===== config.mk =====
export PLATFORM = sky130hd
export DESIGN_NAME = fmap_rd_addr_gen
export DESIGN_NICKNAME = d
export VERILOG_FILES = /design/src/rtl/fmap_rd_addr_gen.sv
export SDC_FILE = /design/constraint.sdc
export NUM_CORES = 1
export LEC_CHECK = 0
export CORE_ASPECT_RATIO = 0.8
export CORE_MARGIN = 2
export CORE_UTILIZATION = 54
export DETAILED_ROUTE_END_ITERATION = 16
export PLACE_DENSITY_LB_ADDON = 0.25
export SLEW_MARGIN = 20
export SYNTH_ARGS = -nofsm -noshare
export SYNTH_HDL_FRONTEND = slang
export SYNTH_SLANG_ARGS = --single-unit

===== constraint.sdc =====
create_clock -name clk -period 4.17 [get_ports clk]
set_input_delay 1.0425 -clock clk [delete_from_list [all_inputs] [get_ports clk]]
set_output_delay 1.0425 -clock clk [all_outputs]
set_load 0.1 [all_outputs]

===== src/rtl/fmap_rd_addr_gen.sv =====
// -----------------------------------------------------------------------------
// fmap_rd_addr_gen
//
// Read-address generator for a feature-map RAM sitting between one layer's
// output memory and the next layer's input stage. It sweeps a MAP_W x MAP_H map
// once per channel, for CHANNELS channels. Addresses are offered under a
// valid/ready handshake, so a stalled consumer can hold the stream.
//
// Idle gaps are programmable:
//   - INIT_DELAY idle cycles after start, before the first address.
//   - CH_GAP idle cycles between channels.
// With delay D, the first addr_valid appears D+1 cycles after the start pulse.
//
// Ports
//   clk         rising-edge clock
//   reset_n     asynchronous active-low reset
//   start       1-cycle pulse; launches a sweep from IDLE or DONE
//   enable      0 freezes state/counters and forces addr_valid low
//   addr_valid  pix_addr/chan carry a valid address this cycle
//   addr_ready  consumer accepts the current address
//   pix_addr    pixel index within the map, 0..MAP_W*MAP_H-1
//   chan        channel index, 0..CHANNELS-1
//   last        with addr_valid on the final address of the sweep
//   busy        sweep in progress (WAIT or RUN)
//   done        sweep finished; held until the next accepted start or reset
//   row, col    (FMAP_RD_ROWCOL_EN only) pix_addr split into map coordinates,
//               kept as separate counters
//
// Configuration macro: FMAP_RD_ROWCOL_EN adds the row/col outputs and counters.
// -----------------------------------------------------------------------------
module fmap_rd_addr_gen #(
  parameter int MAP_W      = 4,
  parameter int MAP_H      = 4,
  parameter int CHANNELS   = 12,
  parameter int INIT_DELAY = 15,
  parameter int CH_GAP     = 0,
  localparam int PIX_W     = (MAP_W * MAP_H > 1) ? $clog2(MAP_W * MAP_H) : 1,
  localparam int CH_W      = (CHANNELS > 1) ? $clog2(CHANNELS) : 1
`ifdef FMAP_RD_ROWCOL_EN
  ,
  localparam int ROW_W     = (MAP_H > 1) ? $clog2(MAP_H) : 1,
  localparam int COL_W     = (MAP_W > 1) ? $clog2(MAP_W) : 1
`endif
) (
  input  logic             clk,
  input  logic             reset_n,
  input  logic             start,
  input  logic             enable,
  output logic             addr_valid,
  input  logic             addr_ready,
  output logic [PIX_W-1:0] pix_addr,
  output logic [CH_W-1:0]  chan,
  output logic             last,
  output logic             busy,
  output logic             done
`ifdef FMAP_RD_ROWCOL_EN
  ,
  output logic [ROW_W-1:0] row,
  output logic [COL_W-1:0] col
`endif
);

  typedef enum logic [1:0] {
    S_IDLE,
    S_WAIT,
    S_RUN,
    S_DONE
  } state_t;

  localparam int NPIX = MAP_W * MAP_H;

  // Terminal values held at full counter width so wrap detection never depends
  // on a counter overflowing naturally at 2^N.
  localparam logic [PIX_W-1:0] PIX_LAST = PIX_W'(NPIX - 1);
  localparam logic [CH_W-1:0]  CH_LAST  = CH_W'(CHANNELS - 1);

  // The delay counter is loaded with (gap - 1) and the RUN transition happens
  // on the cycle it reads zero, so WAIT lasts exactly `gap` cycles.
  localparam int DLY_MAX = (INIT_DELAY > CH_GAP) ? INIT_DELAY : CH_GAP;
  localparam int DLY_W   = (DLY_MAX > 1) ? $clog2(DLY_MAX) : 1;
  localparam logic [DLY_W-1:0] INIT_LOAD = DLY_W'((INIT_DELAY > 0) ? INIT_DELAY - 1 : 0);
  localparam logic [DLY_W-1:0] GAP_LOAD  = DLY_W'((CH_GAP > 0) ? CH_GAP - 1 : 0);

`ifdef FMAP_RD_ROWCOL_EN
  localparam logic [COL_W-1:0] COL_LAST = COL_W'(MAP_W - 1);
`endif

  state_t            state_q, state_d;
  logic [PIX_W-1:0]  pix_q,   pix_d;
  logic [CH_W-1:0]   chan_q,  chan_d;
  logic [DLY_W-1:0]  dly_q,   dly_d;
`ifdef FMAP_RD_ROWCOL_EN
  logic [ROW_W-1:0]  row_q,   row_d;
  logic [COL_W-1:0]  col_q,   col_d;
`endif

  // ---------------------------------------------------------------------------
  // State and counter registers
  // ---------------------------------------------------------------------------
  // NOTE: every flop is written with <= so all registers update together from
  // values computed in the previous cycle, independent of statement order.
  always_ff @(posedge clk or negedge reset_n) begin
    if (!reset_n) begin
      state_q <= S_IDLE;
      pix_q   <= '0;
      chan_q  <= '0;
      dly_q   <= '0;
`ifdef FMAP_RD_ROWCOL_EN
      row_q   <= '0;
      col_q   <= '0;
`endif
    end else begin
      state_q <= state_d;
      pix_q   <= pix_d;
      chan_q  <= chan_d;
      dly_q   <= dly_d;
`ifdef FMAP_RD_ROWCOL_EN
      row_q   <= row_d;
      col_q   <= col_d;
`endif
    end
  end

  // ---------------------------------------------------------------------------
  // Next-state and counter logic
  // ---------------------------------------------------------------------------
  // NOTE: each _d signal takes its hold value before any branch, so paths that
  // do not assign it keep the register value instead of inferring a latch.
  always_comb begin
    state_d = state_q;
    pix_d   = pix_q;
    chan_d  = chan_q;
    dly_d   = dly_q;
`ifdef FMAP_RD_ROWCOL_EN
    row_d   = row_q;
    col_d   = col_q;
`endif

    // With enable low nothing moves; the sweep resumes exactly where it stopped.
    if (enable) begin
      unique case (state_q)
        S_IDLE, S_DONE: begin
          if (start) begin
            pix_d  = '0;
            chan_d = '0;
`ifdef FMAP_RD_ROWCOL_EN
            row_d  = '0;
            col_d  = '0;
`endif
            if (INIT_DELAY == 0) begin
              state_d = S_RUN;
            end else begin
              state_d = S_WAIT;
              dly_d   = INIT_LOAD;
            end
          end
        end

        S_WAIT: begin
          if (dly_q == '0) begin
            state_d = S_RUN;
          end else begin
            dly_d = dly_q - DLY_W'(1);
          end
        end

        S_RUN: begin
          // addr_valid is high here (RUN and enabled), so ready alone marks a
          // transfer. Without one, all counters hold.
          if (addr_ready) begin
            if (pix_q == PIX_LAST) begin
              pix_d = '0;
`ifdef FMAP_RD_ROWCOL_EN
              row_d = '0;
              col_d = '0;
`endif
              if (chan_q == CH_LAST) begin
                chan_d  = '0;
                state_d = S_DONE;
              end else begin
                chan_d = chan_q + CH_W'(1);
                if (CH_GAP > 0) begin
                  state_d = S_WAIT;
                  dly_d   = GAP_LOAD;
                end
              end
            end else begin
              pix_d = pix_q + PIX_W'(1);
`ifdef FMAP_RD_ROWCOL_EN
              if (col_q == COL_LAST) begin
                col_d = '0;
                row_d = row_q + ROW_W'(1);
              end else begin
                col_d = col_q + COL_W'(1);
              end
`endif
            end
          end
        end

        default: state_d = S_IDLE;
      endcase
    end
  end

  // ---------------------------------------------------------------------------
  // Outputs
  // ---------------------------------------------------------------------------
  always_comb begin
    addr_valid = 1'b0;
    busy       = 1'b0;
    done       = 1'b0;
    last       = 1'b0;

    unique case (state_q)
      S_WAIT:  busy = 1'b1;
      S_RUN: begin
        busy       = 1'b1;
        addr_valid = enable;
      end
      S_DONE:  done = 1'b1;
      default: ;
    endcase

    last     = addr_valid && (pix_q == PIX_LAST) && (chan_q == CH_LAST);
    pix_addr = pix_q;
    chan     = chan_q;
`ifdef FMAP_RD_ROWCOL_EN
    row      = row_q;
    col      = col_q;
`endif
  end

endmodule


; Word level (Yosys, flattened, before mapping)
; Cells that the tools add are included.
[totals]
reg_bits = 14
inputBits = 5
output_inout_bits = 12
elab_cells = 50
[classes]
n_addsub = 3
n_eq_ne = 11
muxes = 20
reduce_logical = 12
[ops]
columns = cell, count
row1 = $mux 4, 8
row2 = $pmux 4 s2, 3
row3 = $ne 2x2->1 const B, 6
row4 = $mux 2, 5
row5 = $add 4x1->4 const B, 2
row6 = $eq 4x4->1 const B, 2
row7 = $reduce_and 4->1, 2
row8 = $pmux 2 s3, 1
row9 = $reduce_and 6->1, 1
row10 = $reduce_and 5->1, 1
row11 = $eq 2x2->1 const B, 2
row12 = $logic_not 4->1, 1
row13 = $reduce_bool 2->1, 2
row14 = $reduce_or 2->1, 2
row15 = $sub 4x1->4 const B, 1
row16 = $mux 1, 3
row17 = $eq 2x1->1 const B, 1
row18 = $logic_and 1x1->1, 2
row19 = $logic_not 2->1, 1

; Depth between registers and ports, before layout
; Gate-level depths: netlist of the first run.
[logic_depth]
depth_word = 5
mapped_depth = 6
ltp_nobuf = 6

; Worst setup path before layout of the first run
; No wires, ideal clock.
[synth_timing]
path_type = register to output
start = register pix_q[1], in the netlist pix_addr[1]
end = output last
arrival_time_ns = 3.543
t_required_ns = 3.128
slack_ns = -0.416
stages_incl_launch_ff = 4
path_buffers = 0
cell_sequence = dfrtp_1 ha_1 nand3_1 nor3_1
[synth_via]
elab_chain_len = 3
[synth_rtl]
columns = element, line_no
row1 = from (decl), 89  ; logic [PIX_W-1:0] pix_q, pix_d;
row2 = from (signal assigned), 114  ; pix_q <= pix_d;
row3 = $eq 4x4->1, 225  ; last = addr_valid && (pix_q == PIX_LAST) && (chan_q == CH_LAST);
row4 = $logic_and 1x1->1 (2 in series), 225
row5 = to (decl), 53  ; output logic last,
; Every way passes these cells.

; Final worst setup path of the first run
[layout_timing]
start = input enable
end = output last
[layout_via]
elab_chain_len = 3
[layout_rtl]
columns = element, line_no
row1 = from (decl), 48  ; input logic enable,
row2 = $mux 1, 215  ; unique case (state_q)
row3 = $logic_and 1x1->1 (2 in series), 225
; Every way passes these cells.

==> summary.txt, run 1 <==
Outcome
  • Status: finished clean

Yosys
  • Synth top area cells: dfrtp_1, ha_1, mux2i_1
  • Post-synth EDFFs: 0
  • Count leader, synth: dfrtp_1
  • Syn_nets: 103
  • Most used DFF post-synth: dfrtp_1
  • Flop and latch count out of synthesis: 14
  • Cells after Synth: 90
  • Netlist area before placement: 877 µm²
  • Synth top cells by count: dfrtp_1, ha_1, inv_1, nand2_1
  • Area leader, netlist: dfrtp_1
  • Ys Warns: 0
  • Async SR Flop Fraction: 1.00
  • Synth unique cells: 28
  • Sequential fraction of the synthesis area: 0.399
  • Synth top area share: 0.399
  • Mapped Avg Cell Area: 9.75 µm²

Die
  • Starting Density: 0.602
  • Die area: 0.00196 mm²
  • Core box area: 0.00146 mm²
  • IO Pins: 17
  • Rows: 12
  • Die Ht: 40.0 µm
  • Die X: 49.1 µm

Global route
  • Total track usage: 0.204
  • First-pass GRT wire length: 2910 µm
  • Initial antenna violation count: 0
  • Largest net degree at the start of global routing: 15
  • GR Overflow Total: 0
  • Vias in the first global route: 681

Finish
  • Share of cells above drive strength 1: 0.0648
  • Area of the multi-input gates: 498 µm²
  • Final nets: 123
  • Non-Filler Instances: 129
  • ANT cells: 0
  • Area grow syn2layout: 24.5%
  • Filler instances: 122
  • Register area: 350 µm²

Route
  • Via density per instance: 5.60
  • DRT iter0 DRCs: 5
  • Drt wl/cell: 13.4 µm
  • Vias: 723
  • DR DRC count: 0
  • Routed Antenna Nets: 0
  • DRT Pass-1 Iters: 4
  • Final wirelength: 1730 µm

Worst setup path
  • CP required: 3.13 ns
  • Critical path class: in -> out
  • Worst-path cell with the longest stage delay: clkdlybuf4s50_1
  • Startpoint Class: input pin
  • Crit path max fanout: 8
  • Max incr delay on CP: 0.60 ns
  • Endpoint type of the worst setup path: output pin
  • Critical Path, Cell by Cell: clkdlybuf4s50_1 > nand2_1 > nor3_2 > buf_12
  • Crit path DAT: 2.25 ns

Timing
  • Final min period: 3.29 ns
  • Max Fclk: 304 MHz
  • Unrepaired setup endpoints after global routing: no
  • Worst Skew: 0.00601 ns
  • Final WS setup: 0.880 ns
  • Final period utilization: 0.789
  • Final TNS setup: 0 ns
  • Worst Max-Slew Pin Slew: 0.982 ns
  • Max-slew headroom: 0.344
  • Final Slew Violations: 0
  • Setup violators final: 0
  • Hold Vio Cnt, Final: 0

Clocking
  • H-tree levels: 1
  • CTS Buf Count: 3
  • Clock Latency Late Sink: 0.28 ns
  • Sink Count: 14
  • Clock buffer depth: 2
  • CTS tree: done
  • CTS root buf: clkbuf_4
  • CTS Hold Bufs: 0
  • Reg clk slew, reported paths: 0.08 ns
  • PostCTS Resize Cnt: 0
  • Post-CTS Setup Inserts: 0

Placement
  • DP HPWL: 1320 µm
  • Placed instance count: 126
  • Port buffer count: 16
  • GPL Wtd Cong: 0.760
  • Setup slack at placement: 0.891 ns

Power
  • P_leak: 0.481 nW
  • Pwr Density: 667 mW/mm²
  • Max rail drop VDD: 658 µV

Hold path
  • Hold Crit Class: reg -> reg

Flow run
  • MaxCap Viol Count: 0
worst max-delay path, delay by kind of cell:
family,cells,cell delay (ns)
buffers and inverters,2,0.81
and+or+nand+nor,2,0.39
routing by layer:
| layer | share of wire | global-route usage |
|---|---|---|
| met5 | 0 | 0 |
| met2 | 0.43 | 0.358 |
| met4 | 0.014 | 0.0643 |
| met3 | 0.047 | 0.0560 |
| met1 | 0.50 | 0.254 |
area by class of cell:
cell class / instances / share of cell area
Sequential cell: 14 / 0.321
Multi-Input combinational cell: 67 / 0.456
Tap cell: 21 / 0.0241
Timing Repair Buffer: 16 / 0.151
Clock buffer: 3 / 0.0206
Inverter: 8 / 0.0275
kinds of logic (layout without fill, tap and decap cells):
| family | Yosys count | after routing | synth area share |
|---|---|---|---|
| and+or+nand+nor | 31 | 31 | 0.203 |
| adders and majority gates | 8 | 8 | 0.114 |
| buffers and inverters | 9 | 27 | 0.0385 |
| muxes | 5 | 5 | 0.0585 |
| DFF | 14 | 14 | 0.399 |
| AOI/OAI and AO/OA | 23 | 23 | 0.187 |
cell usage in the layout (no fill, tap or decap), types with 2 or more instances in the layout:
cell	netlist	layout
o2111ai_1	2	2
and4_1	3	3
clkbuf_4	0	3
o21ai_1	2	2
o31ai_1	4	4
nand4_1	3	3
a22o_1	4	4
ha_1	8	8
clkdlybuf4s50_1	0	13
nor2b_1	3	3
nand2b_1	3	3
nand3b_1	2	2
buf_4	0	2
o21ai_0	5	5
nand2_1	7	7
dfrtp_1	14	14
mux2i_1	4	4
inv_1	8	8
nand3_1	5	5
state kept, by name, summed over array words and instances (netlist names):
| name | cells |
|---|---|
| state_q | 2 |
| chan | 4 |
| pix_addr | 4 |
| dly_q | 4 |
per-stage QoR:
step | power [mW] | hold WS, ns | cell area [µm²] | utilization
finish | 0.728 | 0.527 | 1090 | 0.750
global route | 0.772 | 0.546 | 1090 | 0.750
CTS | 0.732 | 0.532 | 1090 | 0.750
detailed placement | 0.656 | 0.511 | 1070 | 0.735
global placement | 0.649 | 0.503 | 1070 | 0.735
floorplan | 0.564 | 0.482 | 882 | -
path summary, 6_finish.rpt:
path	start	end	slack [ns]	cells after the start
setup / recovery	enable	last	0.88	4
hold / removal	dly_q[1]$_DFFE_PN0P_	dly_q[1]$_DFFE_PN0P_	0.53	1
setup reg to reg	state_q[0]$_DFFE_PN0P_	dly_q[1]$_DFFE_PN0P_	2.04	6
hold reg to reg	dly_q[1]$_DFFE_PN0P_	dly_q[1]$_DFFE_PN0P_	0.53	1
max in group asynchronous	reset_n	chan[1]$_DFFE_PN0P_	2.63	1
min in group asynchronous	reset_n	pix_addr[3]$_DFFE_PN0P_	1.14	1
report_power, final:
part	total, mW	leakage (nW)	internal, mW	switching (mW)
clock	0.0748	0.0138	0.0335	0.0412
combinational	0.452	0.289	0.137	0.315
sequential	0.201	0.178	0.169	0.0329
total	0.728	0.481	0.339	0.389
Note: power is estimated with default switching activity, not from simulation.
==> run 2: changes to the inputs <==
CORE_UTILIZATION = 45   (was 54)
clock period = 2.9 ns   (was 4.17 ns; I/O delays follow)
==> summary.txt, run 2 (synthesized netlist as in run 1, its figures left out) <==
Clocking
  • CTS root buf: clkbuf_4
  • CTS Hold Bufs: 0 (unchanged)
  • PostCTS Resize Cnt: 0 (unchanged)
  • CTS Buf Count: 3 (unchanged)
  • Sink Count: 14 (unchanged)
  • H-tree levels: 1 (unchanged)
  • Clock buffer depth: 2 (unchanged)
  • CTS tree: done
  • Clock Latency Late Sink: 0.29 ns (about the same)
  • Reg clk slew, reported paths: 0.09 ns (about the same)
  • Post-CTS Setup Inserts: 0 (unchanged)

Power
  • Pwr Density: 978 mW/mm² (+47%)
  • Max rail drop VDD: 930 µV (+41%)
  • P_leak: 0.513 nW (+6.8%)
  • Total Power: 1.09 mW (+49%)

Flow run
  • MaxCap Viol Count: 0 (unchanged)

Worst setup path
  • Worst-path cell with the longest stage delay: clkdlybuf4s50_1
  • CP top delay family: buffers and inverters
  • Max incr delay on CP: 0.61 ns (about the same)
  • Crit path buf inv count: 2 (unchanged)
  • Critical Path, Cell by Cell: clkdlybuf4s50_1 > nand2_1 > nor3_4 > buf_12
  • Crit path max fanout: 8 (unchanged)
  • Endpoint type of the worst setup path: output pin
  • CP required: 2.17 ns (-0.96 ns)
  • Startpoint Class: input pin
  • Crit path DAT: 1.86 ns (-0.39 ns)
  • Critical path class: in -> out

Finish
  • Commonest non-fill, non-tap cells in the layout: buf_4, inv_1, ha_1, dfrtp_1, nand2_1
  • Filler instances: 177 (+45%)
  • Final nets: 124 (+0.81%)
  • Post-route core utilization: 0.598 (-0.152)
  • Area grow syn2layout: 26.7%
  • Commonest non-fill, non-tap cell in the layout: buf_4
  • ANT cells: 0 (unchanged)
  • Post-route cell area: 0.00111 mm² (+1.7%)
  • Share of cells above drive strength 1: 0.209 (+0.144)

Timing
  • Max-slew headroom: 0.547 (+0.204)
  • Unrepaired setup endpoints after global routing: no
  • Max Fclk: 388 MHz
  • Final Slew Violations: 0 (unchanged)
  • Worst Max-Slew Pin Slew: 0.677 ns (-0.305 ns)
  • Worst Skew: 0.0108 ns (+0.00481 ns)
  • Final period utilization: 0.890
  • Final TNS setup: 0 ns (unchanged)
  • Min Hold Slack: 0.514 ns (-0.0126 ns)
  • Hold Vio Cnt, Final: 0 (unchanged)
  • Setup violators final: 0 (unchanged)
  • Final min period: 2.58 ns

Die
  • Die X: 53.4 µm (+8.8%)
  • Rows: 14 (+2)
  • Starting Density: 0.472 (-0.130)
  • Die Ht: 43.5 µm (+8.6%)
  • Core box area: 0.00186 mm² (+27%)
  • Die area: 0.00232 mm² (+18%)
  • IO Pins: 17 (unchanged)

Placement
  • DP HPWL: 1450 µm (+9.9%)
  • Port buffer count: 16 (unchanged)
  • GPL Wtd Cong: 0.759 (-0.12%)
  • Placed inst area: 0.00108 mm² (+1.4%)

Route
  • Routed Antenna Nets: 0 (unchanged)
  • Vias: 741 (+2.5%)
  • Final wirelength: 2000 µm (+16%)
  • Drt wl/cell: 14.9 µm (+11%)
  • Via density per instance: 5.53 (-1.3%)
  • DRT iter0 DRCs: 14 (+9)
  • DRT Pass-1 Iters: 4 (unchanged)
  • DR DRC count: 0 (unchanged)

Hold path
  • Hold Crit Class: reg -> reg

Global route
  • First-pass GRT wire length: 3290 µm (+13%)
  • Total track usage: 0.206 (+0.00146)
  • Largest net degree at the start of global routing: 15 (unchanged)
  • GR Overflow Total: 0 (unchanged)
  • Vias in the first global route: 686 (+0.73%)
  • Initial antenna violation count: 0 (unchanged)

Outcome
  • Status: finished clean
[run 2: final timing paths]
check                                              from                      end  slack (ns)  cells past startpoint
worst min register to register  pix_addr[3]$_DFFE_PN0P_  pix_addr[3]$_DFFE_PN0P_        0.51                      1
worst max-delay path                             enable                     last        0.32                      4
max in group asynchronous                       reset_n  pix_addr[1]$_DFFE_PN0P_        1.57                      1
min in group asynchronous                       reset_n  pix_addr[2]$_DFFE_PN0P_        0.84                      1
worst min-delay path            pix_addr[3]$_DFFE_PN0P_  pix_addr[3]$_DFFE_PN0P_        0.51                      1
worst max register to register   state_q[0]$_DFFE_PN0P_     dly_q[1]$_DFFE_PN0P_        0.88                      6
[run 2: cell type report]
type,instances,area [µm²],share of cell area
Inverter,8,30.0,0.0270
Sequential cell,14,358,0.322
Tap cell,24,30.0,0.0270
Multi-Input combinational cell,67,504,0.454
Timing Repair Buffer,17,163,0.146
Clock buffer,4,26.3,0.0236
[run 2: routing by layer]
layer / part of all wire / up-vias / global-route usage
li1: - / 376 / -
met1: 0.47 / 347 / 0.262
met2: 0.47 / 16 / 0.328
met3: 0.048 / 2 / 0.0724
met4: 0.0095 / 0 / 0.0615
met5: 0 / - / 0
[run 2: metrics by stage]
step,setup slack (ns),instances
2_1_floorplan,0.0307,90
3_3_place_gp,0.355,130
3_5_place_dp,0.319,130
5_1_grt,0.237,134
4_1_cts,0.320,134
6_report,0.320,134
[run 2: power by group]
group	switching, mW	internal (mW)	total, mW
logic	0.468	0.208	0.676
registers	0.0469	0.244	0.291
clock network	0.0657	0.0534	0.119
total	0.581	0.505	1.09
